--- config.mk ---
export PLATFORM = sky130hd
export DESIGN_NAME = pipe_hazard_ctrl_flat
export DESIGN_NICKNAME = d
export VERILOG_FILES = /design/src/rtl/pipe_hazard_ctrl_pkg.sv /design/src/rtl/pipe_hazard_ctrl_if.sv /design/src/rtl/pipe_hazard_ctrl_hazard_match.sv /design/src/rtl/pipe_hazard_ctrl.sv /design/src/flat_wrapper.sv
export SDC_FILE = /design/constraint.sdc
export NUM_CORES = 1
export LEC_CHECK = 0
export ABC_AREA = 1
export BUFFER_PORTS_ARGS = -buffer_cell sky130_fd_sc_hd__buf_2
export CORE_UTILIZATION = 30
export DETAILED_ROUTE_END_ITERATION = 16
export HOLD_SLACK_MARGIN = 0.05
export REMOVE_ABC_BUFFERS = 1
export SLEW_MARGIN = 30
export SYNTH_ARGS = -nofsm -noshare
export SYNTH_HDL_FRONTEND = slang
export SYNTH_SLANG_ARGS = --single-unit
export TNS_END_PERCENT = 30
--- constraint.sdc ---
create_clock -name Clk -period 1.5 [get_ports Clk]
set_clock_uncertainty 0.2 [all_clocks]
set_input_delay 0.075 -clock Clk [delete_from_list [all_inputs] [get_ports Clk]]
set_output_delay 0.075 -clock Clk [all_outputs]
set_load 0.01 [all_outputs]
--- src/rtl/pipe_hazard_ctrl_pkg.sv ---
// pipe_hazard_pkg: shared types and limits for the pipeline hazard controller.
// Optional macro CUSTOM_DEFINE: register address width is taken from
// the REGFILE_ADDR_WIDTH macro instead of the RV32I default of 5.
package pipe_hazard_pkg;

`ifdef CUSTOM_DEFINE
`ifndef REGFILE_ADDR_WIDTH
`define REGFILE_ADDR_WIDTH 5
`endif
    localparam int REGFILE_ADDR_WIDTH = `REGFILE_ADDR_WIDTH;
`else
    localparam int REGFILE_ADDR_WIDTH = 5;
`endif

    localparam int LOAD_LATENCY_MAX = 3;

    typedef enum logic [1:0] {
        RUN      = 2'd0,
        LU_STALL = 2'd1,
        MEM_WAIT = 2'd2
    } hz_state_t;

    typedef struct packed {
        logic pc_stall;
        logic ifid_stall;
        logic ifid_flush;
        logic idex_stall;
        logic idex_flush;
        logic exmem_stall;
        logic memwb_flush;
    } hz_ctrl_t;

endpackage

--- src/rtl/pipe_hazard_ctrl_if.sv ---
// pipe_hazard_ctrl_if: hazard inputs from the pipeline stages and the
// per-stage hold/bubble controls returned to them.
// master = pipeline side, slave = hazard controller.
interface pipe_hazard_ctrl_if;
    import pipe_hazard_pkg::*;

    logic [REGFILE_ADDR_WIDTH-1:0] ID_Rs1_addr;
    logic [REGFILE_ADDR_WIDTH-1:0] ID_Rs2_addr;
    logic                          ID_Rs1_used;
    logic                          ID_Rs2_used;
    logic [REGFILE_ADDR_WIDTH-1:0] EX_Rd_addr;
    logic                          EX_MemRead;
    logic                          EX_Branch_taken;
    logic                          MEM_Req;
    logic                          MEM_Ack;

    logic                          PC_Stall;
    logic                          IFID_Stall;
    logic                          IFID_Flush;
    logic                          IDEX_Stall;
    logic                          IDEX_Flush;
    logic                          EXMEM_Stall;
    logic                          MEMWB_Flush;
    logic                          Mem_timeout_err;
    logic [31:0]                   Stall_cycles;
    logic [31:0]                   Flush_events;

    modport master (
        output ID_Rs1_addr, ID_Rs2_addr, ID_Rs1_used, ID_Rs2_used,
               EX_Rd_addr, EX_MemRead, EX_Branch_taken, MEM_Req, MEM_Ack,
        input  PC_Stall, IFID_Stall, IFID_Flush, IDEX_Stall, IDEX_Flush,
               EXMEM_Stall, MEMWB_Flush, Mem_timeout_err,
               Stall_cycles, Flush_events
    );

    modport slave (
        input  ID_Rs1_addr, ID_Rs2_addr, ID_Rs1_used, ID_Rs2_used,
               EX_Rd_addr, EX_MemRead, EX_Branch_taken, MEM_Req, MEM_Ack,
        output PC_Stall, IFID_Stall, IFID_Flush, IDEX_Stall, IDEX_Flush,
               EXMEM_Stall, MEMWB_Flush, Mem_timeout_err,
               Stall_cycles, Flush_events
    );

endinterface

--- src/rtl/pipe_hazard_ctrl_hazard_match.sv ---
// hazard_match: one source-operand vs. EX destination compare.
// x0 is never a real dependency and an unread operand never matches.
module hazard_match
    import pipe_hazard_pkg::*;
(
    input  logic [REGFILE_ADDR_WIDTH-1:0] rs_addr,
    input  logic                          rs_used,
    input  logic [REGFILE_ADDR_WIDTH-1:0] rd_addr,
    output logic                          hit
);

    assign hit = rs_used && (rd_addr != '0) && (rs_addr == rd_addr);

endmodule

--- src/rtl/pipe_hazard_ctrl.sv ---
// pipe_hazard_ctrl: stall/flush generator for the 5-stage pipeline.
// Priority each cycle: MEM wait > EX redirect > load-use.
// Optional macro HAZARD_PERF_CNT_EN: builds the Stall_cycles/Flush_events
// counters; otherwise both ports read 0 and no counter flops exist.
//
// state    | meaning
// RUN      | normal issue, load-use detection active
// LU_STALL | extra load-use bubbles pending, lu_cnt = bubbles left
// MEM_WAIT | data memory busy, saved_state/lu_cnt held until MEM_Ack
module pipe_hazard_ctrl
    import pipe_hazard_pkg::*;
#(
    parameter int LOAD_LATENCY = 1,
    parameter int MEM_TIMEOUT  = 255
) (
    input  logic              Clk,
    input  logic              Reset,
    pipe_hazard_ctrl_if.slave hz
);

    // Out-of-range latencies are clamped so lu_cnt never overflows.
    localparam int LL      = (LOAD_LATENCY < 1) ? 1 :
                             ((LOAD_LATENCY > LOAD_LATENCY_MAX) ? LOAD_LATENCY_MAX : LOAD_LATENCY);
    localparam int LU_W    = $clog2(LOAD_LATENCY_MAX + 1);
    localparam logic [LU_W-1:0] LU_INIT = LU_W'(LL - 1);
    localparam int WAIT_W  = (MEM_TIMEOUT < 1) ? 1 : $clog2(MEM_TIMEOUT + 1);
    localparam logic [WAIT_W-1:0] WAIT_TC = WAIT_W'(MEM_TIMEOUT);

    hz_state_t         state, nxt_state, saved_state, nxt_saved;
    logic [LU_W-1:0]   lu_cnt, nxt_lu;
    logic [WAIT_W-1:0] wait_cnt, nxt_wait;
    logic              err_q, nxt_err, err_out;
    logic              rs1_hit, rs2_hit, lu_hit, mem_wait;
    hz_ctrl_t          ctrl;

    hazard_match u_match_rs1 (
        .rs_addr (hz.ID_Rs1_addr),
        .rs_used (hz.ID_Rs1_used),
        .rd_addr (hz.EX_Rd_addr),
        .hit     (rs1_hit)
    );

    hazard_match u_match_rs2 (
        .rs_addr (hz.ID_Rs2_addr),
        .rs_used (hz.ID_Rs2_used),
        .rd_addr (hz.EX_Rd_addr),
        .hit     (rs2_hit)
    );

    assign lu_hit   = hz.EX_MemRead && (rs1_hit || rs2_hit);
    assign mem_wait = hz.MEM_Req && !hz.MEM_Ack;

    // State, counters and sticky timeout flag.
    always_ff @(posedge Clk) begin
        if (Reset) begin
            state       <= RUN;
            saved_state <= RUN;
            lu_cnt      <= '0;
            wait_cnt    <= '0;
            err_q       <= 1'b0;
        end else begin
            state       <= nxt_state;
            saved_state <= nxt_saved;
            lu_cnt      <= nxt_lu;
            wait_cnt    <= nxt_wait;
            err_q       <= nxt_err;
        end
    end

    // Next-state and stage-control decode.
    always_comb begin
        ctrl      = '0;
        nxt_state = state;
        nxt_saved = saved_state;
        nxt_lu    = lu_cnt;
        nxt_wait  = wait_cnt;
        nxt_err   = err_q;

        if (mem_wait) begin
            ctrl.pc_stall    = 1'b1;
            ctrl.ifid_stall  = 1'b1;
            ctrl.idex_stall  = 1'b1;
            ctrl.exmem_stall = 1'b1;
            ctrl.memwb_flush = 1'b1;
            nxt_state        = MEM_WAIT;
            if (state != MEM_WAIT) nxt_saved = state;
            // Count saturates at the terminal value; the flag is visible in
            // the very cycle the count reaches it.
            if (MEM_TIMEOUT != 0) begin
                if (wait_cnt != WAIT_TC) nxt_wait = wait_cnt + WAIT_W'(1);
                if (nxt_wait == WAIT_TC) nxt_err = 1'b1;
            end
        end else begin
            nxt_wait = '0;
            // The Ack cycle itself raises no stall; a frozen LU count resumes next cycle.
            if (state == MEM_WAIT) nxt_state = saved_state;
            if (hz.EX_Branch_taken) begin
                ctrl.ifid_flush = 1'b1;
                ctrl.idex_flush = 1'b1;
                nxt_state       = RUN;
                nxt_lu          = '0;
            end else if (state == LU_STALL) begin
                ctrl.pc_stall   = 1'b1;
                ctrl.ifid_stall = 1'b1;
                ctrl.idex_flush = 1'b1;
                nxt_lu          = lu_cnt - LU_W'(1);
                if (lu_cnt == LU_W'(1)) nxt_state = RUN;
            end else if (state == RUN && lu_hit) begin
                ctrl.pc_stall   = 1'b1;
                ctrl.ifid_stall = 1'b1;
                ctrl.idex_flush = 1'b1;
                if (LL > 1) begin
                    nxt_state = LU_STALL;
                    nxt_lu    = LU_INIT;
                end
            end
        end

        err_out = nxt_err;
        if (Reset) begin
            ctrl    = '0;
            err_out = 1'b0;
        end
    end

    assign hz.PC_Stall        = ctrl.pc_stall;
    assign hz.IFID_Stall      = ctrl.ifid_stall;
    assign hz.IFID_Flush      = ctrl.ifid_flush;
    assign hz.IDEX_Stall      = ctrl.idex_stall;
    assign hz.IDEX_Flush      = ctrl.idex_flush;
    assign hz.EXMEM_Stall     = ctrl.exmem_stall;
    assign hz.MEMWB_Flush     = ctrl.memwb_flush;
    assign hz.Mem_timeout_err = err_out;

`ifdef HAZARD_PERF_CNT_EN
    logic [31:0] stall_cnt, flush_cnt;

    // Free-running perf counters, wrap at 2^32.
    always_ff @(posedge Clk) begin
        if (Reset) begin
            stall_cnt <= '0;
            flush_cnt <= '0;
        end else begin
            if (ctrl.pc_stall)   stall_cnt <= stall_cnt + 32'd1;
            if (ctrl.ifid_flush) flush_cnt <= flush_cnt + 32'd1;
        end
    end

    assign hz.Stall_cycles = stall_cnt;
    assign hz.Flush_events = flush_cnt;
`else
    assign hz.Stall_cycles = '0;
    assign hz.Flush_events = '0;
`endif

endmodule

--- src/flat_wrapper.sv ---
// flat-port wrapper written by rule: the top's interface ports become plain ports
module pipe_hazard_ctrl_flat import pipe_hazard_pkg::*;
#(
    parameter int LOAD_LATENCY = 1,
    parameter int MEM_TIMEOUT  = 255
)
  (Clk, Reset, hz_ID_Rs1_addr, hz_ID_Rs2_addr, hz_ID_Rs1_used, hz_ID_Rs2_used, hz_EX_Rd_addr, hz_EX_MemRead, hz_EX_Branch_taken, hz_MEM_Req, hz_MEM_Ack, hz_PC_Stall, hz_IFID_Stall, hz_IFID_Flush, hz_IDEX_Stall, hz_IDEX_Flush, hz_EXMEM_Stall, hz_MEMWB_Flush, hz_Mem_timeout_err, hz_Stall_cycles, hz_Flush_events);
  pipe_hazard_ctrl_if hz_i ();
  input  logic Clk;
  input  logic Reset;
  input wire logic [$bits(hz_i.ID_Rs1_addr)-1:0] hz_ID_Rs1_addr;
  input wire logic [$bits(hz_i.ID_Rs2_addr)-1:0] hz_ID_Rs2_addr;
  input wire logic [$bits(hz_i.ID_Rs1_used)-1:0] hz_ID_Rs1_used;
  input wire logic [$bits(hz_i.ID_Rs2_used)-1:0] hz_ID_Rs2_used;
  input wire logic [$bits(hz_i.EX_Rd_addr)-1:0] hz_EX_Rd_addr;
  input wire logic [$bits(hz_i.EX_MemRead)-1:0] hz_EX_MemRead;
  input wire logic [$bits(hz_i.EX_Branch_taken)-1:0] hz_EX_Branch_taken;
  input wire logic [$bits(hz_i.MEM_Req)-1:0] hz_MEM_Req;
  input wire logic [$bits(hz_i.MEM_Ack)-1:0] hz_MEM_Ack;
  output wire logic [$bits(hz_i.PC_Stall)-1:0] hz_PC_Stall;
  output wire logic [$bits(hz_i.IFID_Stall)-1:0] hz_IFID_Stall;
  output wire logic [$bits(hz_i.IFID_Flush)-1:0] hz_IFID_Flush;
  output wire logic [$bits(hz_i.IDEX_Stall)-1:0] hz_IDEX_Stall;
  output wire logic [$bits(hz_i.IDEX_Flush)-1:0] hz_IDEX_Flush;
  output wire logic [$bits(hz_i.EXMEM_Stall)-1:0] hz_EXMEM_Stall;
  output wire logic [$bits(hz_i.MEMWB_Flush)-1:0] hz_MEMWB_Flush;
  output wire logic [$bits(hz_i.Mem_timeout_err)-1:0] hz_Mem_timeout_err;
  output wire logic [$bits(hz_i.Stall_cycles)-1:0] hz_Stall_cycles;
  output wire logic [$bits(hz_i.Flush_events)-1:0] hz_Flush_events;
  assign hz_i.ID_Rs1_addr = hz_ID_Rs1_addr;
  assign hz_i.ID_Rs2_addr = hz_ID_Rs2_addr;
  assign hz_i.ID_Rs1_used = hz_ID_Rs1_used;
  assign hz_i.ID_Rs2_used = hz_ID_Rs2_used;
  assign hz_i.EX_Rd_addr = hz_EX_Rd_addr;
  assign hz_i.EX_MemRead = hz_EX_MemRead;
  assign hz_i.EX_Branch_taken = hz_EX_Branch_taken;
  assign hz_i.MEM_Req = hz_MEM_Req;
  assign hz_i.MEM_Ack = hz_MEM_Ack;
  assign hz_PC_Stall = hz_i.PC_Stall;
  assign hz_IFID_Stall = hz_i.IFID_Stall;
  assign hz_IFID_Flush = hz_i.IFID_Flush;
  assign hz_IDEX_Stall = hz_i.IDEX_Stall;
  assign hz_IDEX_Flush = hz_i.IDEX_Flush;
  assign hz_EXMEM_Stall = hz_i.EXMEM_Stall;
  assign hz_MEMWB_Flush = hz_i.MEMWB_Flush;
  assign hz_Mem_timeout_err = hz_i.Mem_timeout_err;
  assign hz_Stall_cycles = hz_i.Stall_cycles;
  assign hz_Flush_events = hz_i.Flush_events;
  pipe_hazard_ctrl #(.LOAD_LATENCY(LOAD_LATENCY), .MEM_TIMEOUT(MEM_TIMEOUT)) u_core (.Clk(Clk), .Reset(Reset), .hz(hz_i));
endmodule
Yosys cells after proc, flatten, opt, wreduce, memory -nomap -nowiden
Cells that the tools add are included.

word-level totals
  flip-flop bits (word level) = 15
  bits of input ports = 23

cells by class
  reductions and logical operators = 16
  bitwise operators = 1
  eq/ne operators = 8
  add/subtract/negate cells = 2
  mux-type cells = 25

operators with widths
  operator             number
  $mux 2               12
  $mux 8               2
  $eq 5x5->1           2
  $mux 1               10
  $add 8x1->8 const B  1
  $eq 8x8->1 const B   1
  $ne 8x8->1 const B   1
  $logic_and 1x1->1    7
  $mux 7               1
  $reduce_bool 5->1    1
  $eq 2x1->1 const B   2
  $reduce_and 2->1     2
  $reduce_or 3->1      1
  $eq 2x2->1 const B   1
  $logic_not 2->1      1
  $ne 2x2->1 const B   1
  $reduce_bool 2->1    1
  $reduce_or 2->1      1
  $sub 2x1->2 const B  1
  $logic_not 1->1      1
  $logic_or 1x1->1     1
  $not 1->1            1

Logic depth before layout (Yosys ltp)
  depth in word-level cells = 11
  gate-level depth with buffers = 11
  gate-level depth less buffers = 10

Cells and area by module
From an unflattened synthesis, not the netlist that was laid out.

second synthesis, totals
  cell total of the unflattened synthesis = 243
  area, all modules = 1552.7 µm²

by module, submodules not included
  module            times used  area each (µm²)  cells an instance
  pipe_hazard_ctrl  1           1310.0           185
  hazard_match      2           121.4            29

Worst setup path after synthesis
Ideal clock, no wire load.

  path kind = flip-flop to flip-flop
  start point = register u_core.wait_cnt[0]
  end point = register u_core.err_q
  setup slack = -204 ps
  required time = 1209 ps
  cell stages (with the launch flop) = 10
  library setup time = 91 ps
  arrival = 1413 ps
  cells stage by stage = dfxtp_1 > ha_1 > nand2_2 > nor2_4 > nand2_2 > buf_6 > a21boi_4 > nor2_2 > nand2_1 > a21oi_2

between the ends
  cells in the longest elaborated chain, start to end = 7

ends and longest elaborated chain
  item                                              RTL line                source
  start: declaration                                pipe_hazard_ctrl.sv:31  logic [WAIT_W-1:0] wait_cnt, nxt_wait;
  start signal: assignment                          pipe_hazard_ctrl.sv:65  wait_cnt <= nxt_wait;
  $add 8x1->8 / $ne 8x8->1 (equally long branches)  pipe_hazard_ctrl.sv:90  if (wait_cnt != WAIT_TC) nxt_wait = wait_cnt + WAIT_W'(1);
  $mux 8 (*)                                        pipe_hazard_ctrl.sv:90
  $mux 8 (*)                                        pipe_hazard_ctrl.sv:79  if (mem_wait) begin
  $eq 8x8->1 (*)                                    pipe_hazard_ctrl.sv:91  if (nxt_wait == WAIT_TC) nxt_err = 1'b1;
  $mux 1 (*)                                        pipe_hazard_ctrl.sv:91
  $mux 1 (*)                                        pipe_hazard_ctrl.sv:79
  $mux 1 (*)                                        --
  via hz_Mem_timeout_err                            flat_wrapper.sv:27      output wire logic [$bits(hz_i.Mem_timeout_err)-1:0] hz_Mem_timeout_err;
  end signal: assignment                            pipe_hazard_ctrl.sv:66  err_q <= nxt_err;
  end: declaration                                  pipe_hazard_ctrl.sv:32  logic err_q, nxt_err, err_out;

Mark *: on every way through the listed nets, which the timed path passes. The rest lies on a longest branch. The select of a mux whose other input is x is not followed.
A chain may end at the register's enable or synchronous reset.

Final worst setup path
  start point = register u_core.wait_cnt[1]
  end point = output port hz_Mem_timeout_err

between the ends
  cells in the longest elaborated chain, start to end = 7

ends and longest elaborated chain
  item                                              RTL line                 source
  $add 8x1->8 / $ne 8x8->1 (equally long branches)  pipe_hazard_ctrl.sv:90
  $mux 8 (*)                                        pipe_hazard_ctrl.sv:90
  $mux 8 (*)                                        pipe_hazard_ctrl.sv:79
  $eq 8x8->1 (*)                                    pipe_hazard_ctrl.sv:91
  $mux 1 (*)                                        pipe_hazard_ctrl.sv:91
  $mux 1 (*)                                        pipe_hazard_ctrl.sv:79
  $mux 1 (*)                                        pipe_hazard_ctrl.sv:120  if (Reset) begin
  end: declaration                                  flat_wrapper.sv:27

Every way passes the cells marked *; elsewhere a longest branch is shown, timed or not. The select of a mux whose other input is x is not followed.

==> flow_metrics.tcl <==
set metrics [dict create \
    cts_tree "done" \
    synth_commonest_cells "buf_4, nand2_1, inv_1, nor2_1, dfxtp_1" \
    path_class "flip-flop to output port" \
    synth_top_family_by_area "buffers and inverters" \
    synth_edf_count 0 \
    ioPinCount 95 \
    row_count 25 \
    critical_path.cell_chain "buf_4, nand2_2, buf_4, inv_1, nand3_2, nand2_2, a21boi_4, nor2_2, nand2_1, a21oi_2, buf_2" \
    fp.dieW_um 72.7 \
    period_needed_ns 1.99 \
    nets 297 \
    setup_violations 6 \
    instances_no_fill 338 \
    p_switching_w 0.000305 \
    start_kind "flip-flop" \
    synthAdderAreaFrac_pct 1.67 \
    yosys.area.top_type "buf_4" \
    hold_path.class "input port to flip-flop" \
    p_per_area_mw_per_mm2 536 \
    finalWorstSetupSlack_ns -0.492 \
    max_freq_mhz 502 \
    seq_area_sq_um 304 \
    slowest_delay_ns 0.35 \
    outcome "complete, but fails checks" \
    drive_gt1_share_pct 33.2 \
    crit_slowest_cell "dfxtp_2" \
    crit_fanout 2 \
    clock_latency_ns 0.25 \
    wl_met2_um 1520 \
    route.detailed.drc 0 \
    clkPwrFrac_pct 34.5 \
    drtPass1Iterations 6 \
    fin_crit_sh_pct 133 \
    dp_hpwl_um 2190 \
    grt_usage_pct 10.5 \
    vias_per_cell 3.80 \
    ys_types 29 \
    r2r_cells 9 \
    rsz0062_at_grt "true" \
    diodes 0 \
    place_area_sq_mm 0.00156 \
    clk_pin_slew_ns 0.07 \
    tns_ns -1.35 \
    p_int_w 0.000660 \
    maxCapViolCount 0 \
    syn_inst 220 \
    drt_iter0_drc 13 \
    synth_top_area_share_pct 33.5 \
    syn-cell-area_sq_mm 0.00150 \
    power_frac_comb_pct 22.9 \
    holdWs_ns -0.0292 \
    wl_met3_um 124 \
    place_ws_ns -0.276 \
    yosys_warnings 0 \
    synthArstFlopShare_pct 0 \
    htree_levels 1 \
    r2r_slack_ns -0.27 \
    failed_checks "hold timing, setup timing" \
    seq_area_frac_synth_pct 20.0 \
    synth_compound_area_share_pct 10.8 \
    timing.rr.end "u_core.wait_cnt[7]" \
    r2r-start "u_core.wait_cnt[1]" \
    die_h_um 72.7 \
    min_to "u_core.state[0]" \
    vias 1285 \
    critical-path-top-delay-family "buffers and inverters" \
    clockBufferDepth 2 \
    root_buffer "clkbuf_8" \
    yosysMostFrequentCell "buf_4" \
    cp_num_buf_inv 4 \
    crit_required_ns 1.22 \
    core_area_sq_mm 0.00475 \
    dp.cells 325 \
    dieArea_sq_mm 0.00529 \
    synth_xor_area_share_pct 4.09 \
    io_buffers 30 \
    clock-sinks 15 \
    drt_wl_total_um 2860 \
    ys.flop_type "dfxtp_1" \
    slew_violations 0 \
    cts_made_buffers 3 \
    top_layer "met4" \
    start_util_pct 31.6 \
    grt-ovfl-total 0 \
    postSynthAreaPerCell_sq_um 6.82 \
    ys_top_cells_by_area "buf_4, dfxtp_1, nand2_1" \
    final_core_util_pct 37.8 \
    leakage_nw 0.980 \
    antenna_found_initial 0 \
    synthMuxAreaShare_pct 0 \
    min_path_cells 4 \
    num-fill-cells 507 \
    timing_hold_violations_final 2 \
    switching_share_pct 31.6 \
    first_global_vias 1035 \
    yosys.area_share.simple_pct 21.9 \
    design_area_sq_mm 0.00180 \
    multi_input_area_sq_um 920 \
    ys_ff_latch 15 \
    ant_nets 0 \
    wire_per_inst_um 8.46 \
    area_growth_pct 19.9 \
    routedLengthMet1_um 1190 \
    hold_path_startpoint "Reset" \
    grt_max_degree 11 \
    endpoint_kind "output port" \
    gp_congestion 0.796 \
    cp.arrival_ns 1.72 \
    grt_pass1_wl_um 4400 \
    pwr-share-seq_pct 42.6 \
    vdd_drop_max_v 0.000429 \
]
## how the worst max path moves through the flow
stage,from,endpoint,slack [ns],depth (start not counted)
5_1_grt,u_core.wait_cnt[1],hz_Mem_timeout_err,-0.61,10
3_3_place_gp,u_core.wait_cnt[0],hz_Mem_timeout_err,-0.21,11
4_1_cts,u_core.wait_cnt[0],hz_Mem_timeout_err,-0.47,10
2_1_floorplan,u_core.wait_cnt[0],u_core.err_q,-0.16,8
3_5_place_dp,u_core.wait_cnt[0],hz_Mem_timeout_err,-0.28,11
6_report,u_core.wait_cnt[1],hz_Mem_timeout_err,-0.49,11
## kinds of logic (layout without fill, tap and decap cells)
group / count (synthesis) / count (layout)
compound gates: 26 / 26
xor+xnor: 7 / 7
fa+ha+maj: 2 / 2
buf+inv: 96 / 84
flops: 15 / 15
other cells: 1 / 64
simple gates: 73 / 73
## power groups by stage
| stage | combinational (W) | sequential (W) | clock [W] |
|---|---|---|---|
| final | 0.000221 | 0.000411 | 0.000333 |
| after global routing | 0.000251 | 0.000412 | 0.000361 |
| after CTS | 0.000210 | 0.000411 | 0.000338 |
| after detailed placement | 0.000201 | 0.000419 | 0 |
| after global placement | 0.000200 | 0.000418 | 0 |
| after floorplan | 0.000137 | 0.000418 | 0 |
## layout make-up
cell class	count	share of cell area, %
timing repair buffer	53	19.1
clock buffer	3	2.29
clock inverter	1	0.278
tap	67	4.66
sequential	15	16.9
inverter	27	5.63
multi-input combinational	172	51.1
## sequential cells by signal, indices dropped and copies added (netlist names)
signal	flops
u_core.err_q	1
u_core.lu_cnt	2
u_core.saved_state	2
u_core.state	2
u_core.wait_cnt	8
## placed cells by master (no fill, tap or decap), drive strengths merged, types with 3 or more instances in the layout
cell type,n
dfxtp,15
nor2,21
conb,64
o21ai,8
nand3,11
xor2,5
nand2,37
inv,27
a21oi,11
buf,49
clkbuf,3
dlygate4sd3,4
## per-stage QoR
stage          power, W  hold WS, ns
2_1_floorplan  0.000555      -0.0465
5_1_grt         0.00102     -0.00572
3_5_place_dp   0.000620        0.168
3_3_place_gp   0.000618        0.161
6_report       0.000965      -0.0292
4_1_cts        0.000958      -0.0910
## per-layer routing
metal  vias to the layer above  track usage, %
met5                         -               0
met4                         0            3.05
met3                         2            1.66
met2                        48            19.7
met1                       580            12.2
li1                        655               -
## repair_timing
item                                    CTS  global route
gates resized for setup                  16            19
hold buffers                              3             1
setup buffers                             4             1
cloned                                    0             0
endpoints found under the setup margin    2            12
hold endpoints to repair                  7             3
pin swaps                                 4            13
## tightest hold or removal path, cell delays in order
cell and delay, ns:
buf_2 0.14, nor2_2 0.07, nand2_1 0.06, a211oi_1 0.04
No activity file was read; power rests on OpenSTA's default activity.
